===== config.mk =====
export PLATFORM = sky130hd
export DESIGN_NAME = sram_port_arbiter_flat
export DESIGN_NICKNAME = d
export VERILOG_FILES = /design/src/rtl/sram_port_arbiter_if.sv /design/src/rtl/sram_port_arbiter.sv /design/src/flat_wrapper.sv
export SDC_FILE = /design/constraint.sdc
export NUM_CORES = 1
export LEC_CHECK = 0
export CORE_UTILIZATION = 39
export DETAILED_ROUTE_END_ITERATION = 8
export PLACE_DENSITY = 0.87
export SKIP_CTS_REPAIR_TIMING = 1
export SYNTH_ARGS = -nofsm -noshare
export SYNTH_HDL_FRONTEND = slang
export SYNTH_SLANG_ARGS = --single-unit

===== constraint.sdc =====
create_clock -name clk -period 1.4 [get_ports clk]
set_input_delay 0.14 -clock clk [delete_from_list [all_inputs] [get_ports clk]]
set_output_delay 0.14 -clock clk [all_outputs]
set_load 0.02 [all_outputs]

===== src/rtl/sram_port_arbiter_if.sv =====
`default_nettype none
// ============================================================================
// Module      : sram_port_arbiter_if
// Description : Bundle of the host request port, the CPU request port, the
//               SRAM strobe/data bus and the arbiter status signals shared
//               between sram_port_arbiter and its environment.
//               The slave modport is the arbiter's view. The master modport is
//               the environment's view: the requesters and the SRAM macro.
// Revision    : 1.0 - initial release
// ============================================================================
interface sram_port_arbiter_if #(
    parameter int ADDR_WIDTH = 9,
    parameter int DATA_WIDTH = 8
);
    // load-mode mask for CPU requests
    logic                  hold_cpu;

    // host (serial control port) request channel
    logic                  c_req;
    logic                  c_we;
    logic [ADDR_WIDTH-1:0] c_addr;
    logic [DATA_WIDTH-1:0] c_wdata;
    logic                  c_ack;
    logic [DATA_WIDTH-1:0] c_rdata;

    // CPU request channel
    logic                  p_req;
    logic                  p_we;
    logic [ADDR_WIDTH-1:0] p_addr;
    logic [DATA_WIDTH-1:0] p_wdata;
    logic                  p_ack;
    logic [DATA_WIDTH-1:0] p_rdata;

    // SRAM macro bus, strobes active low
    logic                  sram_cen;
    logic                  sram_wen;
    logic [ADDR_WIDTH-1:0] sram_a;
    logic [DATA_WIDTH-1:0] sram_d;
    logic [DATA_WIDTH-1:0] sram_q;

    // status
    logic                  busy;
    logic                  owner;

    modport slave (
        input  hold_cpu,
        input  c_req, c_we, c_addr, c_wdata,
        output c_ack, c_rdata,
        input  p_req, p_we, p_addr, p_wdata,
        output p_ack, p_rdata,
        output sram_cen, sram_wen, sram_a, sram_d,
        input  sram_q,
        output busy, owner
    );

    modport master (
        output hold_cpu,
        output c_req, c_we, c_addr, c_wdata,
        input  c_ack, c_rdata,
        output p_req, p_we, p_addr, p_wdata,
        input  p_ack, p_rdata,
        input  sram_cen, sram_wen, sram_a, sram_d,
        output sram_q,
        input  busy, owner
    );
endinterface
`default_nettype wire


===== src/rtl/sram_port_arbiter.sv =====
`default_nettype none
// ============================================================================
// Module      : sram_port_arbiter
// Description : Shares one single-port SRAM between the host loader port and
//               the CPU. Every access runs through IDLE -> ACCESS -> RESP.
//               The SRAM strobes are asserted for exactly one cycle. Read data
//               is captured into the winner's read data register, and the
//               winner receives a one-cycle acknowledge.
//               hold_cpu masks new CPU grants. It does not affect an access
//               that is already in flight.
// Config      : SRAM_ARB_RR_EN defined   -> round-robin on ties
//                                           (the requester that is not the
//                                           last owner wins)
//               SRAM_ARB_RR_EN undefined -> host wins every tie
// Revision    : 1.0 - initial release
// ============================================================================
module sram_port_arbiter #(
    parameter int ADDR_WIDTH = 9,
    parameter int DATA_WIDTH = 8
) (
    input  logic               clk,
    input  logic               rst,
    sram_port_arbiter_if.slave bus
);

    typedef enum logic [1:0] {
        ST_IDLE   = 2'd0,
        ST_ACCESS = 2'd1,
        ST_RESP   = 2'd2
    } state_t;

    // ------------------------------------------------------------------
    // State and registered outputs, each with its next-value wire
    // ------------------------------------------------------------------
    state_t                r_state,     w_state_nxt;
    logic                  r_sram_cen,  w_sram_cen_nxt;
    logic                  r_sram_wen,  w_sram_wen_nxt;
    logic [ADDR_WIDTH-1:0] r_sram_a,    w_sram_a_nxt;
    logic [DATA_WIDTH-1:0] r_sram_d,    w_sram_d_nxt;
    logic                  r_c_ack,     w_c_ack_nxt;
    logic                  r_p_ack,     w_p_ack_nxt;
    logic [DATA_WIDTH-1:0] r_c_rdata,   w_c_rdata_nxt;
    logic [DATA_WIDTH-1:0] r_p_rdata,   w_p_rdata_nxt;
    logic                  r_busy,      w_busy_nxt;
    logic                  r_owner,     w_owner_nxt;

    // ------------------------------------------------------------------
    // Arbitration terms
    // ------------------------------------------------------------------
    logic w_c_elig;
    logic w_p_elig;
    logic w_grant_cpu;
    logic w_any_elig;

    assign w_c_elig   = bus.c_req;
    assign w_p_elig   = bus.p_req & ~bus.hold_cpu;
    assign w_any_elig = w_c_elig | w_p_elig;

`ifdef SRAM_ARB_RR_EN
    // On a tie the CPU wins only if the host held the last grant.
    // Because owner resets to host, the first tie after reset goes to the CPU.
    assign w_grant_cpu = w_p_elig & (~w_c_elig | ~r_owner);
`else
    // The host wins every tie. The CPU is granted only while the host is idle.
    assign w_grant_cpu = w_p_elig & ~w_c_elig;
`endif

    // Next-state and next-output decode. Every register holds its value
    // unless a state explicitly changes it. The acknowledges default low.
    always_comb begin
        w_state_nxt    = r_state;
        w_sram_cen_nxt = r_sram_cen;
        w_sram_wen_nxt = r_sram_wen;
        w_sram_a_nxt   = r_sram_a;
        w_sram_d_nxt   = r_sram_d;
        w_c_ack_nxt    = 1'b0;
        w_p_ack_nxt    = 1'b0;
        w_c_rdata_nxt  = r_c_rdata;
        w_p_rdata_nxt  = r_p_rdata;
        w_busy_nxt     = r_busy;
        w_owner_nxt    = r_owner;

        case (r_state)
            ST_IDLE: begin
                if (w_any_elig) begin
                    // Latch the winner's request once. It is not sampled
                    // again until the next IDLE cycle.
                    w_state_nxt    = ST_ACCESS;
                    w_sram_cen_nxt = 1'b0;
                    w_busy_nxt     = 1'b1;
                    w_owner_nxt    = w_grant_cpu;
                    if (w_grant_cpu) begin
                        w_sram_wen_nxt = ~bus.p_we;
                        w_sram_a_nxt   = bus.p_addr;
                        w_sram_d_nxt   = bus.p_wdata;
                    end else begin
                        w_sram_wen_nxt = ~bus.c_we;
                        w_sram_a_nxt   = bus.c_addr;
                        w_sram_d_nxt   = bus.c_wdata;
                    end
                end
            end

            ST_ACCESS: begin
                // The SRAM samples the strobes at the end of this cycle.
                // Release the chip enable so that it is low for one cycle only.
                w_sram_cen_nxt = 1'b1;
                w_state_nxt    = ST_RESP;
            end

            ST_RESP: begin
                // sram_q is valid during this cycle. The write enable is still
                // latched, so a high value here marks the access as a read.
                if (r_owner) begin
                    w_p_ack_nxt = 1'b1;
                    if (r_sram_wen) begin
                        w_p_rdata_nxt = bus.sram_q;
                    end
                end else begin
                    w_c_ack_nxt = 1'b1;
                    if (r_sram_wen) begin
                        w_c_rdata_nxt = bus.sram_q;
                    end
                end
                w_busy_nxt  = 1'b0;
                w_state_nxt = ST_IDLE;
            end

            default: begin
                w_state_nxt    = ST_IDLE;
                w_sram_cen_nxt = 1'b1;
                w_busy_nxt     = 1'b0;
            end
        endcase
    end

    // State and output registers. Reset abandons any access in flight and
    // does not acknowledge it.
    always_ff @(posedge clk) begin
        if (rst) begin
            r_state    <= ST_IDLE;
            r_sram_cen <= 1'b1;
            r_sram_wen <= 1'b1;
            r_sram_a   <= '0;
            r_sram_d   <= '0;
            r_c_ack    <= 1'b0;
            r_p_ack    <= 1'b0;
            r_c_rdata  <= '0;
            r_p_rdata  <= '0;
            r_busy     <= 1'b0;
            r_owner    <= 1'b0;
        end else begin
            r_state    <= w_state_nxt;
            r_sram_cen <= w_sram_cen_nxt;
            r_sram_wen <= w_sram_wen_nxt;
            r_sram_a   <= w_sram_a_nxt;
            r_sram_d   <= w_sram_d_nxt;
            r_c_ack    <= w_c_ack_nxt;
            r_p_ack    <= w_p_ack_nxt;
            r_c_rdata  <= w_c_rdata_nxt;
            r_p_rdata  <= w_p_rdata_nxt;
            r_busy     <= w_busy_nxt;
            r_owner    <= w_owner_nxt;
        end
    end

    // ------------------------------------------------------------------
    // Outputs: every output comes straight from a register
    // ------------------------------------------------------------------
    assign bus.sram_cen = r_sram_cen;
    assign bus.sram_wen = r_sram_wen;
    assign bus.sram_a   = r_sram_a;
    assign bus.sram_d   = r_sram_d;
    assign bus.c_ack    = r_c_ack;
    assign bus.p_ack    = r_p_ack;
    assign bus.c_rdata  = r_c_rdata;
    assign bus.p_rdata  = r_p_rdata;
    assign bus.busy     = r_busy;
    assign bus.owner    = r_owner;

endmodule
`default_nettype wire


===== src/flat_wrapper.sv =====
// flat-port wrapper written by rule: the top's interface ports become plain ports
module sram_port_arbiter_flat 
#(
    parameter int ADDR_WIDTH = 9,
    parameter int DATA_WIDTH = 8
)
  (clk, rst, bus_hold_cpu, bus_c_req, bus_c_we, bus_c_addr, bus_c_wdata, bus_c_ack, bus_c_rdata, bus_p_req, bus_p_we, bus_p_addr, bus_p_wdata, bus_p_ack, bus_p_rdata, bus_sram_cen, bus_sram_wen, bus_sram_a, bus_sram_d, bus_sram_q, bus_busy, bus_owner);
  sram_port_arbiter_if #(.ADDR_WIDTH(ADDR_WIDTH), .DATA_WIDTH(DATA_WIDTH)) bus_i ();
  input  logic clk;
  input  logic rst;
  input wire logic [$bits(bus_i.hold_cpu)-1:0] bus_hold_cpu;
  input wire logic [$bits(bus_i.c_req)-1:0] bus_c_req;
  input wire logic [$bits(bus_i.c_we)-1:0] bus_c_we;
  input wire logic [$bits(bus_i.c_addr)-1:0] bus_c_addr;
  input wire logic [$bits(bus_i.c_wdata)-1:0] bus_c_wdata;
  output wire logic [$bits(bus_i.c_ack)-1:0] bus_c_ack;
  output wire logic [$bits(bus_i.c_rdata)-1:0] bus_c_rdata;
  input wire logic [$bits(bus_i.p_req)-1:0] bus_p_req;
  input wire logic [$bits(bus_i.p_we)-1:0] bus_p_we;
  input wire logic [$bits(bus_i.p_addr)-1:0] bus_p_addr;
  input wire logic [$bits(bus_i.p_wdata)-1:0] bus_p_wdata;
  output wire logic [$bits(bus_i.p_ack)-1:0] bus_p_ack;
  output wire logic [$bits(bus_i.p_rdata)-1:0] bus_p_rdata;
  output wire logic [$bits(bus_i.sram_cen)-1:0] bus_sram_cen;
  output wire logic [$bits(bus_i.sram_wen)-1:0] bus_sram_wen;
  output wire logic [$bits(bus_i.sram_a)-1:0] bus_sram_a;
  output wire logic [$bits(bus_i.sram_d)-1:0] bus_sram_d;
  input wire logic [$bits(bus_i.sram_q)-1:0] bus_sram_q;
  output wire logic [$bits(bus_i.busy)-1:0] bus_busy;
  output wire logic [$bits(bus_i.owner)-1:0] bus_owner;
  assign bus_i.hold_cpu = bus_hold_cpu;
  assign bus_i.c_req = bus_c_req;
  assign bus_i.c_we = bus_c_we;
  assign bus_i.c_addr = bus_c_addr;
  assign bus_i.c_wdata = bus_c_wdata;
  assign bus_c_ack = bus_i.c_ack;
  assign bus_c_rdata = bus_i.c_rdata;
  assign bus_i.p_req = bus_p_req;
  assign bus_i.p_we = bus_p_we;
  assign bus_i.p_addr = bus_p_addr;
  assign bus_i.p_wdata = bus_p_wdata;
  assign bus_p_ack = bus_i.p_ack;
  assign bus_p_rdata = bus_i.p_rdata;
  assign bus_sram_cen = bus_i.sram_cen;
  assign bus_sram_wen = bus_i.sram_wen;
  assign bus_sram_a = bus_i.sram_a;
  assign bus_sram_d = bus_i.sram_d;
  assign bus_i.sram_q = bus_sram_q;
  assign bus_busy = bus_i.busy;
  assign bus_owner = bus_i.owner;
  sram_port_arbiter #(.ADDR_WIDTH(ADDR_WIDTH), .DATA_WIDTH(DATA_WIDTH)) u_core (.clk(clk), .rst(rst), .bus(bus_i));
endmodule

; After elaboration in Yosys (flattened, before gate mapping)
; Cells that the tools add are included.
[totals]
rom_bits = 0
mem_count = 0
ram_bits = 0
in_bits = 49
output_inout_bits = 39
word_cells = 42
latch_bits = 0
register_bits = 41
[op_classes]
bitwise_logic = 10
n_reduce_logical = 7
magnitude_cmp = 0
div_mod_pow = 0
mux = 11
n_addsub = 0
shifts = 0
eq_ne = 3
mul = 0
[op_table]
columns = op, count
row1 = 9-bit two-way mux, 1
row2 = 8-bit two-way mux, 1
row3 = 1-bit NOT, 7
row4 = 2-bit AND reduction, 3
row5 = 3-bit AND reduction, 2
row6 = 1-bit two-way mux, 5
row7 = 1-bit one-hot mux with 2 select lines, 2
row8 = 2-bit one-hot mux with 2 select lines, 1
row9 = 1-bit bitwise AND, 2
row10 = 2-bit by 1-bit equality test with 1-bit output (second input constant), 1
row11 = 2-bit equality test (second input constant), 1
row12 = 2-bit logical NOT, 1
row13 = 2-bit two-way mux, 1
row14 = 2-bit by 1-bit != test with 1-bit output (second input constant), 1
row15 = 2-bit OR reduction, 1
row16 = 1-bit OR, 1

; Longest topological paths before layout
; Gate-level depths: netlist of run 1.
[logic_depth]
ltp_word = 5
depth_mapped = 7
depth_no_buf = 4

; Worst setup path before layout of run 1
; Ideal clock, no wire load.
[synth_timing]
kind = register to register
startpoint = register u_core.r_sram_wen (netlist: u_core.bus.sram_wen)
endpoint = register u_core.r_c_rdata[0] (netlist: u_core.bus.c_rdata[0])
required_time_ns = 1.272
synth_period_minus_slack_ns = 1.321
stages_incl_launch_ff = 5
setup_ns = 0.128
n_path_buf = 0
path_slack_ns = 0.079
arrival_time_ns = 1.193
cell_sequence = dfxtp_1 nand2_4 nor3_4 mux2i_1 nor2_1
[synth_between]
elab_chain_len = 1
[synth_rtl]
columns = element, line_no
row1 = "start, declared", sram_port_arbiter.sv:37  ; logic r_sram_wen, w_sram_wen_nxt;
row2 = "start signal, assigned", sram_port_arbiter.sv:155  ; r_sram_wen <= w_sram_wen_nxt;
row3 = 3-bit AND reduction (no source line), --
row4 = "end signal, assigned", sram_port_arbiter.sv:160  ; r_c_rdata <= w_c_rdata_nxt;
row5 = "end, declared", sram_port_arbiter.sv:42  ; logic [DATA_WIDTH-1:0] r_c_rdata, w_c_rdata_nxt;
; Every way passes these cells.
; A chain may end at the register's enable or synchronous reset.

; Worst setup path after layout of run 1
[layout_timing]
startpoint = register u_core.r_c_rdata[0] (netlist: u_core.bus.c_rdata[0])
endpoint = output port bus_c_rdata[0]
[layout_rtl]
columns = element, line_no
row1 = "end, declared", flat_wrapper.sv:17  ; output wire logic [$bits(bus_i.c_rdata)-1:0] bus_c_rdata;
; No word-level cell between the ends.

==> impl_metrics.json, run 1 <==
{
  "power.density_mw_per_mm2": 975,
  "power.switching_mw": 0.776,
  "numCtsBuffers": 5,
  "area_growth_pct": 68.5,
  "design_power_total_mw": 2.78,
  "cts-htree-levels": 2,
  "first_iter_violations": 122,
  "postSynthCellCount": 189,
  "clkPwrFrac_pct": 29.1,
  "clock_path_buffers": 2,
  "synth_fp_nets": 238,
  "critPathBufInv": 1,
  "synth_edf_count": 0,
  "dieWidth_um": 67.8,
  "yosys.area.top_type": "dfxtp_1",
  "r2r_setup_slack_ns": 0.13,
  "num_rows": 23,
  "syn_avg_cell_area_um2": 8.94,
  "power_leakage_nw": 1.55,
  "yosys_register_bits": 41,
  "seq_area_frac_synth_pct": 48.6,
  "grt_max_degree": 25,
  "port_buffers": 87,
  "pwr-share-comb_pct": 24.4,
  "netlist_area_mm2": 0.00169,
  "dp.cells": 326,
  "maxCapViolCount": 0,
  "diodes": 0,
  "final-setup-viol-count": 0,
  "critPathTopFamily": "buffers and inverters",
  "grt_pass1_vias": 1598,
  "wl_um": 4790,
  "slowest_stage": "clkdlybuf4s50_1",
  "tightest_slew_ns": 0.391,
  "initial_core_util_pct": 41.3,
  "synth_top_area_share_pct": 48.6,
  "fmax_mhz": 733,
  "yosys_warnings": 0,
  "rsz0062_at_grt": "no",
  "place_area_mm2": 0.00267,
  "skew_ns": 0.00973,
  "root_buffer": "clkbuf_8",
  "worst_slack_ns": 0.0352,
  "wl_per_cell_um": 14.4,
  "antenna_found_initial": 0,
  "path_cells": "clkdlybuf4s50_1",
  "synthTopCellsByArea": "dfxtp_1 (49%), nand2_1 (8.7%), a21oi_1 (8.0%), nor2_1 (6.4%), a211oi_2 (5.9%)",
  "via_per_inst": 4.96,
  "crit_fanout": 2,
  "nNetsFinal": 332,
  "final_area_mm2": 0.00285,
  "layout-drive-gt1-share_pct": 13.4,
  "hold_violations": 0,
  "cts_tree": "built",
  "layout_worst_path_cycle_share_pct": 97.5,
  "dp_hpwl_um": 3460,
  "crit_arrival_ns": 1.22,
  "cp-start-kind": "flop",
  "required_ns": 1.26,
  "io_pins": 88,
  "vias": 1658,
  "synthTopCellsByCount": "dfxtp_1 (41), nand2_1 (39), nor2_1 (29)",
  "grt-ovfl-total": 0,
  "power.internal_mw": 2.00,
  "antenna_left": 0,
  "path_class": "flop to primary output",
  "placeableCoreArea_mm2": 0.00409,
  "drcViolationCount": 0,
  "fp.dieH_um": 67.8,
  "synth.distinct_cells": 26,
  "status": "completed",
  "fin_util_pct": 69.7,
  "grt_pass1_wl_um": 7300,
  "first_pass_iters": 4,
  "drv_slew": 0,
  "synth_most_common_cell": "dfxtp_1",
  "clock_latency_ns": 0.28,
  "max_stage_delay_ns": 0.60,
  "clk_pin_slew_worst_paths_ns": 0.08,
  "p_seq_share_pct": 46.5,
  "stdcell_count": 334,
  "dieArea_mm2": 0.00460,
  "async_flop_share_pct": 0,
  "switching_share_pct": 27.9,
  "synthFlopType": "dfxtp_1",
  "hold_path_class": "input port to flop",
  "end_kind": "primary output",
  "place.gp.congestion": 0.798,
  "cts_sinks": 41,
  "slew_headroom_pct": 73.8,
  "layout_min_cycle_time_ns": 1.36,
  "grt_usage_pct": 21.3,
  "place_ws_ns": -0.200,
  "vdd_ir_drop_max_mv": 0.697
}
==> registers in the layout, indices dropped and copies added (netlist names) <==
signal	flops
u_core.bus.sram_cen	1
u_core.bus.sram_wen	1
u_core.bus.owner	1
u_core.bus.sram_a	9
u_core.bus.p_ack	1
u_core.bus.sram_d	8
u_core.bus.busy	1
u_core.bus.p_rdata	8
u_core.bus.c_ack	1
u_core.bus.c_rdata	8
u_core.r_state	2
==> path summary, 6_finish.rpt <==
kind                                      start                                  to  cells past startpoint
min                                         rst        u_core.bus.busy$_SDFFE_PP0P_                      2
max          u_core.bus.c_rdata[0]$_SDFFE_PP0P_                      bus_c_rdata[0]                      1
max reg2reg      u_core.r_state[0]$_SDFFE_PP0P_   u_core.bus.sram_d[0]$_SDFFE_PP0P_                      5
min reg2reg  u_core.bus.p_rdata[0]$_SDFFE_PP0P_  u_core.bus.p_rdata[0]$_SDFFE_PP0P_                      2
==> layer usage <==
metal  wire, um  global-route usage, %
met2       2430                   35.9
met3        255                   5.00
met1       2060                   26.4
met5          0                      0
met4         48                   7.55
==> kinds of logic after synthesis <==
logic type | share of synthesized area [%]
multiplexers | 4.74
flip-flops | 48.6
buffers and inverters | 4.96
AO/OA/AOI/OAI | 20.2
AND/OR/NAND/NOR | 21.5
==> cell usage in the layout, fill, tap and decap left out <==
master and instances:
a211oi_1 8, a211oi_2 8, a21oi_1 27, a221o_1 1, a311oi_2 1, and2b_1 1, and3_1 1, buf_12 3
buf_2 1, buf_4 10, clkbuf_8 6, clkdlybuf4s50_1 54, clkinv_2 1, clkinv_4 1, dfxtp_1 40, dfxtp_2 1
dlymetal6s2s_1 32, mux2i_1 8, nand2_1 39, nand2_4 1, nand2b_1 2, nand4b_1 1, nor2_1 29, nor2_4 1
nor2b_4 1, nor3_4 1, nor3b_1 1, nor3b_2 1, o21a_1 1, o21ai_0 1, o21ai_2 1
==> power by group through the flow <==
stage	sequential [mW]	clock (mW)	combinational (mW)
6_report	1.29	0.807	0.678
3_3_place_gp	1.32	0	0.673
2_1_floorplan	1.40	0	0.248
4_1_cts	1.29	0.822	0.691
5_1_grt	1.30	0.872	0.733
3_5_place_dp	1.32	0	0.688
==> stage by stage <==
step,hold slack [ns],TNS [ns]
floorplan,0.245,0
global placement,0.374,-1.82
detailed placement,0.382,-2.96
CTS,0.0773,-0.342
global route,0.0818,0
finish,0.0816,0
==> final cells by class <==
type | count | area (um2)
multi-input cells | 135 | 785
well taps | 50 | 62.6
clock inverters | 2 | 13.8
repair buffers | 100 | 1080
flip-flops and latches | 41 | 822
clock buffers | 6 | 82.6
fillers | 324 | 1240
(Power assumes the default switching activity.)
==> inputs of run 2 (changes only) <==
ABC_AREA = 1   (was unset)
CAP_MARGIN = 15   (was unset)
CORE_UTILIZATION = 40   (was 39)
SETUP_SLACK_MARGIN = 0.2   (was unset)
==> run 2 against run 1 <==
- combinational power up 12%
- sequential share of layout area down 1.7 points
- synthesized cell count grew 46%
- utilization is 0.17 points lower
- critical path type unchanged
- critical endpoint is now bus_owner
==> impl_metrics.json, run 2 <==
{
  "wl_per_cell_um": 11.4,
  "cp-start-kind": "flop",
  "r2r_end": "u_core.bus.p_rdata[0]$_SDFFE_PP0P_",
  "clock_latency_ns": 0.29,
  "whs_ns": 0.392,
  "yosys.area_share.simple_pct": 39.1,
  "seq_area_frac_synth_pct": 45.1,
  "critPathBufInv": 1,
  "met1_length_um": 1930,
  "synth_edf_count": 0,
  "end_kind": "primary output",
  "layout-drive-gt1-share_pct": 7.80,
  "place_ws_ns": -0.0218,
  "worst_slack_ns": 0.242,
  "place.gp.congestion": 0.838,
  "dieWidth_um": 69.4,
  "slew_headroom_pct": 82.4,
  "synth_top_area_share_pct": 45.1,
  "placeableCoreArea_mm2": 0.00435,
  "grt_usage_pct": 19.3,
  "slowest_stage": "dfxtp_1",
  "synth_fp_nets": 325,
  "cts_tree": "built",
  "synth_top_family_by_area": "simple AND/OR/NAND/NOR gates",
  "hold_violations": 0,
  "grt_pass1_wl_um": 7510,
  "numCtsBuffers": 5,
  "grt_pass1_vias": 1761,
  "path_cells": "dlymetal6s2s_1",
  "r2r_start": "u_core.bus.sram_wen$_SDFFE_PP1P_",
  "reg2regPathDepth": 5,
  "fillCellCount": 366,
  "hold_path_class": "input port to flop",
  "dieArea_mm2": 0.00482,
  "clock_path_buffers": 2,
  "synth_xor_area_share_pct": 0,
  "initial_core_util_pct": 41.8,
  "first_pass_iters": 4,
  "yosys_warnings": 0,
  "antenna_left": 0,
  "cp_num_cells": 1,
  "wl_met2_um": 2470,
  "place_area_mm2": 0.00280,
  "netlist_area_mm2": 0.00182,
  "synthMuxAreaShare_pct": 0,
  "vdd_ir_drop_max_mv": 0.534,
  "io_pins": 88,
  "dp_hpwl_um": 3480,
  "fp.dieH_um": 69.4,
  "vias": 1964,
  "fmax_mhz": 864,
  "final_area_mm2": 0.00303,
  "antenna_found_initial": 0,
  "critPathTopFamily": "flip-flops",
  "tightest_slew_ns": 0.263,
  "crit_fanout": 5,
  "yosys.area.top_type": "dfxtp_1",
  "layout_min_cycle_time_ns": 1.16,
  "nNetsFinal": 420,
  "clk_pin_slew_worst_paths_ns": 0.07,
  "drv_slew": 0,
  "cts-htree-levels": 2,
  "cp-endpoint": "bus_owner",
  "power_leakage_nw": 1.92,
  "synth_fa_ha_area_share_pct": 0,
  "required_ns": 1.26,
  "dr_wl_met3_um": 379,
  "first_iter_violations": 80,
  "max_stage_delay_ns": 0.45,
  "final-setup-viol-count": 0,
  "via_per_inst": 4.63,
  "synthFlopType": "dfxtp_1",
  "startpoint": "u_core.bus.owner$_SDFFE_PP0P_",
  "status": "completed",
  "async_flop_share_pct": 0,
  "synthTopCellsByArea": "dfxtp_1 (45%), nand2_1 (16%), nor2_1 (14%), nand3_1 (6.3%), inv_1 (5.6%)",
  "maxCapViolCount": 0,
  "grt_max_degree": 32,
  "power.density_mw_per_mm2": 925,
  "wl_um": 4820,
  "root_buffer": "clkbuf_8",
  "diodes": 0,
  "synth_compound_area_share_pct": 5.23,
  "postSynthCellCount": 276,
  "fin_util_pct": 69.5,
  "seqCellArea_um2": 823,
  "skew_ns": 0.00620,
  "rsz0062_at_grt": "no",
  "drcViolationCount": 0,
  "num_rows": 24,
  "yosys_register_bits": 41,
  "largest_reg_flops": 9,
  "synthTopCellsByCount": "nand2_1 (76), nor2_1 (69), dfxtp_1 (41)",
  "highest_layer": "met4",
  "multi_input_area_um2": 845,
  "port_buffers": 87,
  "synth.distinct_cells": 19,
  "layout_worst_path_cycle_share_pct": 82.7,
  "area_growth_pct": 66.3,
  "grt-ovfl-total": 0,
  "path_class": "flop to primary output",
  "syn_avg_cell_area_um2": 6.59,
  "final_common_cell": "nand2_1",
  "cts_sinks": 41,
  "r2r_setup_slack_ns": 0.25,
  "synth_most_common_cell": "nand2_1",
  "crit_arrival_ns": 1.02,
  "hold_depth": 6,
  "layout_common_cells": "nand2_1 (76), nor2_1 (68), clkdlybuf4s50_1 (47)"
}
==> run 2: cell types whose count changed after synthesis, moves of 16 or more <==
cell     before  now
a21oi_1      27    2
inv_1         0   27
nand2_1      39   76
nand3_1       0   23
nor2_1       29   69
o21ai_0       1   17
==> run 2: where the power goes <==
part / internal [mW] / switching, mW / total, mW
clock network: 0.354 / 0.377 / 0.731
logic: 0.382 / 0.380 / 0.762
registers: 1.25 / 0.0533 / 1.31
==> run 2: cell families (layout without fill, tap and decap cells) <==
logic type,Yosys count,in the layout
DFF,41,41
and+or+nand+nor,174,175
AOI/OAI and AO/OA,19,19
buffers and inverters,42,137
==> run 2: worst min path at each step <==
stage                                       from                               end  slack, ns
floorplan                                    rst      u_core.bus.busy$_SDFFE_PP0P_       0.21
global placement    u_core.bus.busy$_SDFFE_PP0P_      u_core.bus.busy$_SDFFE_PP0P_       0.46
detailed placement  u_core.bus.busy$_SDFFE_PP0P_      u_core.bus.busy$_SDFFE_PP0P_       0.46
CTS                 u_core.bus.busy$_SDFFE_PP0P_      u_core.bus.busy$_SDFFE_PP0P_       0.47
global route                           bus_p_req  u_core.bus.sram_cen$_SDFFE_PP1P_       0.42
finish                                 bus_p_req  u_core.bus.sram_cen$_SDFFE_PP1P_       0.39
==> run 2: per-layer routing <==
metal	GRT usage [%]	vias to the layer above
li1	-	1032
met1	22.8	851
met2	33.9	76
met3	5.67	5
met4	5.44	0
met5	0	-
==> run 2: layout make-up <==
| type | count | area share [%] |
|---|---|---|
| clock buffers | 8 | 2.65 |
| flip-flops and latches | 41 | 27.2 |
| repair buffers | 98 | 36.1 |
| inverters | 31 | 4.01 |
| multi-input cells | 194 | 27.9 |
| well taps | 52 | 2.15 |
==> run 2: per-stage QoR <==
step	instances	total power [mW]	setup TNS, ns
CTS	423	2.82	-0.123
finish	424	2.80	0
detailed placement	415	2.09	-0.0929
global placement	415	2.07	0
floorplan	276	1.71	0
global route	424	2.94	0
==> run 2: tightest hold or removal path, cell delays in order <==
cell and delay (ns):
dlymetal6s2s_1 0.17, nand2_1 0.09, nand2_1 0.07, inv_1 0.06, o21ai_0 0.06, nand3_1 0.06
